--- src/rtl/fetch_unit_if.sv ---
// Fetch-stage bus: ROM address/data, IR handoff to the sequencer,
// redirect input from execute and halt status.
interface fetch_unit_if #(
    parameter int PC_WIDTH   = 8,
    parameter int INSN_WIDTH = 16
);
    logic [PC_WIDTH-1:0]   pc;
    logic [INSN_WIDTH-1:0] instruction;
    logic [INSN_WIDTH-1:0] ir;
    logic [PC_WIDTH-1:0]   ir_pc;
    logic                  ir_valid;
    logic                  ir_ready;
    logic                  redirect;
    logic [PC_WIDTH-1:0]   redirect_target;
    logic                  halted;

    modport master (
        output pc, ir, ir_pc, ir_valid, halted,
        input  instruction, ir_ready, redirect, redirect_target
    );

    modport slave (
        input  pc, ir, ir_pc, ir_valid, halted,
        output instruction, ir_ready, redirect, redirect_target
    );
endinterface

--- src/rtl/fetch_unit.sv ---
// Fetch stage: PC, one-entry IR with valid/ready handoff, redirect, halt.
// Optional FETCH_JMP_FOLD_EN folds jmp words (upper byte 8'h03) in fetch.
module fetch_unit #(
    parameter int                     PC_WIDTH     = 8,
    parameter int                     INSN_WIDTH   = 16,
    parameter logic [PC_WIDTH-1:0]    RESET_VECTOR = 8'h00,
    parameter logic [INSN_WIDTH-1:0]  HALT_WORD    = 16'hffff
) (
    input  logic          clk,
    input  logic          rst,
    fetch_unit_if.master  bus
);
    typedef enum logic [1:0] {
        FETCH,
        HALT_PEND,
        HALTED
    } state_t;

    state_t                state, state_n;
    logic [PC_WIDTH-1:0]   pc_q, pc_n;
    logic [INSN_WIDTH-1:0] ir_q, ir_n;
    logic [PC_WIDTH-1:0]   ir_pc_q, ir_pc_n;
    logic                  valid_q, valid_n;
    logic                  halted_q, halted_n;

    logic transfer;
    logic ir_free;
    logic is_halt;
    logic fold;

    assign transfer = valid_q && bus.ir_ready;
    assign ir_free  = !valid_q || transfer;
    assign is_halt  = (bus.instruction == HALT_WORD);

`ifdef FETCH_JMP_FOLD_EN
    assign fold = (bus.instruction[INSN_WIDTH-1 -: 8] == 8'h03);
`else
    assign fold = 1'b0;
`endif

    always_ff @(posedge clk or posedge rst) begin
        if (rst) begin
            state    <= FETCH;
            pc_q     <= RESET_VECTOR;
            ir_q     <= '0;
            ir_pc_q  <= '0;
            valid_q  <= 1'b0;
            halted_q <= 1'b0;
        end else begin
            state    <= state_n;
            pc_q     <= pc_n;
            ir_q     <= ir_n;
            ir_pc_q  <= ir_pc_n;
            valid_q  <= valid_n;
            halted_q <= halted_n;
        end
    end

    always_comb begin
        state_n  = state;
        pc_n     = pc_q;
        ir_n     = ir_q;
        ir_pc_n  = ir_pc_q;
        valid_n  = valid_q;
        halted_n = halted_q;
        unique case (state)
            FETCH: begin
                if (bus.redirect) begin
                    valid_n = 1'b0;
                    pc_n    = bus.redirect_target;
                end else if (ir_free) begin
                    if (fold) begin
                        // jmp retires in fetch; IR only drains
                        valid_n = 1'b0;
                        pc_n    = bus.instruction[PC_WIDTH-1:0];
                    end else begin
                        ir_n    = bus.instruction;
                        ir_pc_n = pc_q;
                        valid_n = 1'b1;
                        if (is_halt) begin
                            state_n = HALT_PEND;
                        end else begin
                            pc_n = pc_q + PC_WIDTH'(1);
                        end
                    end
                end
            end
            HALT_PEND: begin
                if (bus.redirect) begin
                    valid_n = 1'b0;
                    pc_n    = bus.redirect_target;
                    state_n = FETCH;
                end else if (transfer) begin
                    valid_n  = 1'b0;
                    halted_n = 1'b1;
                    state_n  = HALTED;
                end
            end
            HALTED: begin
                valid_n  = 1'b0;
                halted_n = 1'b1;
            end
            default: begin
                state_n = FETCH;
            end
        endcase
    end

    assign bus.pc       = pc_q;
    assign bus.ir       = ir_q;
    assign bus.ir_pc    = ir_pc_q;
    assign bus.ir_valid = valid_q;
    assign bus.halted   = halted_q;
endmodule

--- src/flat_wrapper.sv ---
// flat-port wrapper written by rule: the top's interface ports become plain ports
module fetch_unit_flat 
#(
    parameter int                     PC_WIDTH     = 8,
    parameter int                     INSN_WIDTH   = 16,
    parameter logic [PC_WIDTH-1:0]    RESET_VECTOR = 8'h00,
    parameter logic [INSN_WIDTH-1:0]  HALT_WORD    = 16'hffff
)
  (clk, rst, bus_pc, bus_ir, bus_ir_pc, bus_ir_valid, bus_halted, bus_instruction, bus_ir_ready, bus_redirect, bus_redirect_target);
  fetch_unit_if #(.PC_WIDTH(PC_WIDTH), .INSN_WIDTH(INSN_WIDTH)) bus_i ();
  input  logic clk;
  input  logic rst;
  output wire logic [$bits(bus_i.pc)-1:0] bus_pc;
  output wire logic [$bits(bus_i.ir)-1:0] bus_ir;
  output wire logic [$bits(bus_i.ir_pc)-1:0] bus_ir_pc;
  output wire logic [$bits(bus_i.ir_valid)-1:0] bus_ir_valid;
  output wire logic [$bits(bus_i.halted)-1:0] bus_halted;
  input wire logic [$bits(bus_i.instruction)-1:0] bus_instruction;
  input wire logic [$bits(bus_i.ir_ready)-1:0] bus_ir_ready;
  input wire logic [$bits(bus_i.redirect)-1:0] bus_redirect;
  input wire logic [$bits(bus_i.redirect_target)-1:0] bus_redirect_target;
  assign bus_pc = bus_i.pc;
  assign bus_ir = bus_i.ir;
  assign bus_ir_pc = bus_i.ir_pc;
  assign bus_ir_valid = bus_i.ir_valid;
  assign bus_halted = bus_i.halted;
  assign bus_i.instruction = bus_instruction;
  assign bus_i.ir_ready = bus_ir_ready;
  assign bus_i.redirect = bus_redirect;
  assign bus_i.redirect_target = bus_redirect_target;
  fetch_unit #(.PC_WIDTH(PC_WIDTH), .INSN_WIDTH(INSN_WIDTH), .RESET_VECTOR(RESET_VECTOR), .HALT_WORD(HALT_WORD)) u_core (.clk(clk), .rst(rst), .bus(bus_i));
endmodule
--- config.mk ---
export PLATFORM = sky130hd
export DESIGN_NAME = fetch_unit_flat
export DESIGN_NICKNAME = d
export VERILOG_FILES = /design/src/rtl/fetch_unit_if.sv /design/src/rtl/fetch_unit.sv /design/src/flat_wrapper.sv
export SDC_FILE = /design/constraint.sdc
export NUM_CORES = 1
export LEC_CHECK = 0
export CORE_AREA = 2 2 67 76
export CTS_CLUSTER_DIAMETER = 40
export DETAILED_ROUTE_END_ITERATION = 8
export DIE_AREA = 0 0 69 78
export PLACE_DENSITY = 0.73
export SETUP_SLACK_MARGIN = 0.5
export SYNTH_ARGS = -nofsm -noshare
export SYNTH_HDL_FRONTEND = slang
export SYNTH_SLANG_ARGS = --single-unit
--- constraint.sdc ---
create_clock -name clk -period 1.9 [get_ports clk]
set_input_delay 0.38 -clock clk [delete_from_list [all_inputs] [get_ports clk]]
set_output_delay 0.38 -clock clk [all_outputs]
set_load 0.05 [all_outputs]
==> impl_metrics.env, run 1 <==
export IMPL_dieArea_um2=5380
export IMPL_cts_htree_levels=2
export IMPL_wl_um=5010
export IMPL_final_layout_size_suffix_gt1_share_pct=54.8
export IMPL_grt_overflow=0
export IMPL_core_um2=4550
export IMPL_clock_sinks=36
export IMPL_synth_top_area_share_pct=50.3
export IMPL_cp_start_kind="register"
export IMPL_antennaDiodeCount=0
export IMPL_post_route_period_util_pct=96.7
export IMPL_avgSynthCellArea_um2=11.9
export IMPL_die_h_um=78
export IMPL_drc=0
export IMPL_route_vias_total=1575
export IMPL_synth_most_common_cell="dfrtp_1"
export IMPL_relSlewSlack_pct=69.0
export IMPL_dr_pass1_iters=4
export IMPL_antenna_found_initial=0
export IMPL_synthTopCellsByArea="dfrtp_1 (50%), mux2_2 (14%), ha_1 (3.5%)"
export IMPL_fp_row_count=26
export IMPL_cts_buffers_inserted=5
export IMPL_timing_rr_end="u_core.bus.pc[1]"
export IMPL_wl_per_cell_um=16.3
export IMPL_clock_latency_ns=0.29
export IMPL_period_needed_ns=1.84
export IMPL_yosys_area_top_type="dfrtp_1"
export IMPL_grt_pass1_wl_um=8180
export IMPL_synth_nets=184
export IMPL_synth_seq_cells=36
export IMPL_critPathCapture="u_core.bus.pc[1]"
export IMPL_ir_drop_mv=0.453
export IMPL_drt_iter0_markers=90
export IMPL_cts_root_buf="clkbuf_8"
export IMPL_die_w_um=69
export IMPL_setup_tns_ns=0
export IMPL_worstSetupStartpoint="u_core.state[0]"
export IMPL_cts_tree="yes"
export IMPL_final_hold_viol_count=0
export IMPL_power_density_nw_per_um2=895
export IMPL_critical_path_max_fanout=6
export IMPL_min_delay_start="bus_instruction[6]"
export IMPL_p_leak_uw=0.00139
export IMPL_final_setup_skew_ns=0.00315
export IMPL_place_congestion=0.774
export IMPL_tightest_slew_ns=0.466
export IMPL_io_pins=62
export IMPL_yosys_warnings=0
export IMPL_ys_seq_area_share_pct=50.3
export IMPL_setup_violations=0
export IMPL_syn_area_um2=1790
export IMPL_yosysUniqueCellTypes=36
export IMPL_hpwl_um=3160
export IMPL_r2r_slack_ns=0.06
export IMPL_grt_max_degree=37
export IMPL_final_max_slew_viol_count=0
export IMPL_start_util_pct=39.3
export IMPL_vias_per_cell=5.11
export IMPL_arrival_ns=2.01
export IMPL_post_place_ws_ns=-0.330
export IMPL_synth_edff_count=0
export IMPL_synth_commonest_cells="dfrtp_1 (36), mux2_2 (23), nand2_1 (14)"
export IMPL_end_kind="register"
export IMPL_crit_type="register to register"
export IMPL_worst_slack_ns=0.0629
export IMPL_totalPowerFinal_uw=2650
export IMPL_grt_usage_pct=19.1
export IMPL_status="complete, no violations"
export IMPL_synth_cells=151
export IMPL_ys_flop_type="dfrtp_1"
export IMPL_rsz0062_at_grt="yes"
export IMPL_clock_path_buffers=2
export IMPL_hp_class="input pin to register"
export IMPL_r2r_start="u_core.state[0]"
export IMPL_postSynth_asyncResetShare_pct=100
export IMPL_max_freq_mhz=544
export IMPL_ant_nets=0
export IMPL_port_buffers=61
export IMPL_worstPathRequired_ns=2.07
export IMPL_syn_to_final_growth_pct=65.6
export IMPL_maxCapViolCount=0
export IMPL_clkTransAtPathRegs_ns=0.07
export IMPL_layout_nets=284
export IMPL_holdWs_ns=0.451
export IMPL_r2r_cells=5
export IMPL_final_util_pct=65.1
export IMPL_postCtsHoldBufs=0
export IMPL_grt_pass1_vias=1607
cell families (layout without fill, tap and decap cells):
group / Yosys count / count (layout) / share of synthesized area [%]
AND/OR/NAND/NOR: 39 / 39 / 12.0
flip-flops: 36 / 36 / 50.3
AO/OA/AOI/OAI: 34 / 34 / 14.7
multiplexers: 24 / 24 / 15.3
buffers and inverters: 13 / 114 / 4.19
adder cells (fa/ha/maj): 5 / 5 / 3.49
critical path, stage by stage, from the launching register on:
cell and delay [ns]:
dfrtp_2 0.44, ha_4 0.19, nor2b_4 0.13, or3_4 0.44, a21oi_4 0.20, mux2_4 0.32
per-stage QoR:
| stage | std cells | area, um2 |
|---|---|---|
| after floorplan | 151 | 1830 |
| after CTS | 306 | 2960 |
| after global placement | 288 | 2630 |
| final | 308 | 2970 |
| after global routing | 308 | 2970 |
| after detailed placement | 288 | 2630 |
area by class of cell:
class	count	area [um2]
fillers	380	1590
multi-input cells	102	1050
flip-flops and latches	36	908
repair buffers	99	823
clock buffers	8	90.1
well taps	56	70.1
inverters	7	26.3
repair_timing:
item / CTS / global route
endpoints found under the setup margin: 53 / 54
buffers inserted: 9 / 1
cloned: 1 / 1
pin swaps: 13 / 8
gates resized for setup: 110 / 57
metal layers:
| layer | track usage (%) | part of all wire [%] | routed length [um] |
|---|---|---|---|
| met3 | 5.32 | 5.2 | 259 |
| met4 | 5.49 | 1.2 | 58 |
| met1 | 23.1 | 41 | 2030 |
| met2 | 33.3 | 53 | 2660 |
| met5 | 0 | 0 | 0 |
state kept, by name (all words and copies together), names as in the netlist:
name,count
u_core.bus.pc,8
u_core.state,2
u_core.bus.halted,1
u_core.bus.ir,16
u_core.bus.ir_valid,1
u_core.bus.ir_pc,8
worst min path at each step:
stage                                to  slack, ns  depth (start not counted)
floorplan             u_core.bus.halted       0.48                          1
global placement      u_core.bus.halted       0.47                          2
detailed placement  u_core.bus.ir_pc[6]       0.48                          2
CTS                    u_core.bus.ir[6]       0.45                          2
global route           u_core.bus.ir[6]       0.47                          2
finish                 u_core.bus.ir[6]       0.45                          2
where the power goes:
| part | internal [uW] | leakage (uW) | total, uW | switching [uW] |
|---|---|---|---|---|
| registers | 892 | 0.000415 | 1000 | 111 |
| logic | 421 | 0.000933 | 1090 | 666 |
| clock network | 296 | 0.0000455 | 563 | 267 |
| total | 1610 | 0.00139 | 2650 | 1040 |
layout by cell type, fill, tap and decap left out, types with 2 or more instances in the layout:
cell and count:
ha_4 3, nand2_1 12, o21ai_2 2, or2_4 2
inv_1 5, o21ai_1 2, ha_1 2, inv_2 2
dfrtp_2 6, mux2_4 24, nand2_2 2, buf_6 8
nand4_1 5, o2bb2ai_1 2, o21ai_0 3, nor2_1 7
o22ai_1 2, clkbuf_8 6, dfrtp_1 30, clkbuf_16 2
clkbuf_1 2, buf_2 18, a221oi_2 5, o31ai_1 3
nand3_1 2, a2bb2oi_1 3, clkdlybuf4s50_1 10, buf_4 43
a211o_4 2, dlygate4sd2_1 16
(Power assumes the default switching activity.)
==> run 2: changes to the inputs <==
Settings changed: CORE_AREA 2 2 67 76 to 2 2 78 88, DIE_AREA 0 0 69 78 to 0 0 80 90, PLACE_DENSITY 0.73 to not set, REMOVE_ABC_BUFFERS set to 1.
==> impl_metrics.env, run 2 (synthesis gave the netlist of run 1 again) <==
export IMPL_swShare_pct=40.0
export IMPL_final_layout_size_suffix_gt1_share_pct=54.7
export IMPL_grt_pass1_wl_um=8560
export IMPL_cts_buffers_inserted=5
export IMPL_fin_cells=338
export IMPL_setup_violations=0
export IMPL_n_fill_cell=647
export IMPL_syn_to_final_growth_pct=66.1
export IMPL_final_cell_mix="buf_4 (45), dfrtp_1 (31), mux2_2 (22), buf_2 (18), dlygate4sd2_1 (17)"
export IMPL_io_pins=62
export IMPL_dp_cells=313
export IMPL_status="complete, no violations"
export IMPL_route_vias_total=1608
export IMPL_clkTransAtPathRegs_ns=0.07
export IMPL_layout_nets=289
export IMPL_place_congestion=0.742
export IMPL_ant_nets=0
export IMPL_switchingPower_uw=1020
export IMPL_setup_tns_ns=0
export IMPL_core_um2=6360
export IMPL_ir_drop_mv=0.438
export IMPL_placed_area_um2=2620
export IMPL_antenna_found_initial=0
export IMPL_grt_max_degree=26
export IMPL_grt_pass1_vias=1712
export IMPL_final_hold_viol_count=0
export IMPL_die_w_um=80
export IMPL_tightest_slew_ns=0.328
export IMPL_crit_chain="ha_4 > nor2b_4 > or3_4 > a21oi_4 > mux2_4"
export IMPL_drt_iter0_markers=39
export IMPL_critPathSlowestCell="dfrtp_1"
export IMPL_p_seq_share_pct=38.6
export IMPL_clock_path_buffers=2
export IMPL_worstPathRequired_ns=2.07
export IMPL_period_needed_ns=1.78
export IMPL_p_int_uw=1530
export IMPL_final_setup_skew_ns=0.00682
export IMPL_wl_um=5070
export IMPL_clock_sinks=36
export IMPL_fp_row_count=31
export IMPL_maxCapViolCount=0
export IMPL_arrival_ns=1.95
export IMPL_relSlewSlack_pct=78.1
export IMPL_cp_start_kind="register"
export IMPL_hp_class="input pin to asynchronous set/reset pin"
export IMPL_r2r_slack_ns=0.12
export IMPL_hpwl_um=3410
export IMPL_grt_usage_pct=15.2
export IMPL_r2r_cells=5
export IMPL_rsz0062_at_grt="yes"
export IMPL_timing_rr_end="u_core.bus.pc[1]"
export IMPL_die_h_um=90
export IMPL_wl_per_cell_um=15.0
export IMPL_p_leak_uw=0.00133
export IMPL_cpPeakStageDelay_ns=0.43
export IMPL_port_buffers=61
export IMPL_final_util_pct=46.8
export IMPL_final_max_slew_viol_count=0
export IMPL_mostFrequentLayoutCell="buf_4"
export IMPL_holdWs_ns=0.399
export IMPL_clock_latency_ns=0.28
export IMPL_drc=0
export IMPL_end_kind="register"
export IMPL_max_freq_mhz=562
export IMPL_cts_root_buf="clkbuf_8"
export IMPL_r2r_start="u_core.state[0]"
export IMPL_stdcell_area_um2=2970
export IMPL_cts_htree_levels=2
export IMPL_vias_per_cell=4.76
export IMPL_power_frac_comb_pct=41.3
export IMPL_antennaDiodeCount=0
export IMPL_grt_overflow=0
export IMPL_dr_pass1_iters=4
export IMPL_post_route_period_util_pct=93.6
export IMPL_clock_power_share_pct=20.1
export IMPL_largest_register_ff_count=16
export IMPL_dieArea_um2=7200
export IMPL_cts_tree="yes"
export IMPL_crit_type="register to register"
export IMPL_critical_path_max_fanout=5
export IMPL_power_density_nw_per_um2=860
export IMPL_start_util_pct=28.1
==> run 2: cell types whose count changed in the layout (fill, tap and decap cells not counted), sizes merged <==
| cell | before | now |
|---|---|---|
| clkbuf | 10 | 6 |
| clkinv | 0 | 1 |
| buf | 70 | 76 |
| dlygate4sd2 | 16 | 17 |
==> run 2: worst max-delay path, delay by kind of cell, from the launching register on <==
kind                       cells  cell delay, ns
adders and majority gates      1            0.20
DFF                            1            0.43
and+or+nand+nor                2            0.53
AOI/OAI and AO/OA              1            0.19
muxes                          1            0.31
==> run 2: final cells by class <==
cell class | instances | area [um2] | share of cell area [%]
multi-input combinational | 102 | 947 | 31.8
sequential | 36 | 907 | 30.5
tap | 82 | 103 | 3.45
clock buffer | 6 | 72.6 | 2.44
inverter | 7 | 26.3 | 0.883
timing repair buffer | 104 | 913 | 30.7
clock inverter | 1 | 5.00 | 0.168
==> run 2: per-layer routing <==
layer	share of wire, %	track usage (%)	up-vias
li1	-	-	766
met1	43	19.1	791
met5	0	0	-
met2	50	25.3	46
met3	5.9	3.92	5
met4	0.89	4.38	0
==> run 2: through the flow <==
stage	total power [uW]	worst slack, ns
global placement	2030	-0.418
CTS	2600	0.141
floorplan	1640	-0.123
detailed placement	2040	-0.477
global route	2690	0.0856
finish	2560	0.122
==> run 2: worst max path at each step <==
stage,slack [ns],to,startpoint
final,0.12,u_core.bus.pc[1],u_core.state[0]
after floorplan,-0.12,u_core.bus.ir[0],u_core.bus.ir_valid
after CTS,0.14,u_core.bus.pc[1],u_core.state[0]
after global routing,0.09,u_core.bus.pc[1],u_core.state[0]
after detailed placement,-0.48,u_core.state[1],bus_instruction[1]
after global placement,-0.42,u_core.state[1],bus_instruction[1]
==> run 2: power groups by stage <==
stage	registers, uW	logic, uW	clock network [uW]
6_report	987	1060	514
5_1_grt	1000	1110	572
4_1_cts	986	1080	532
3_5_place_dp	997	1040	0
3_3_place_gp	995	1030	0
2_1_floorplan	1420	221	0
==> run 2: what timing repair did <==
action	CTS	global route
setup buffers	14	1
setup endpoints to repair	56	52
hold buffers	0	0
pin swaps	16	7
gates cloned	3	0
resized for setup	122	37
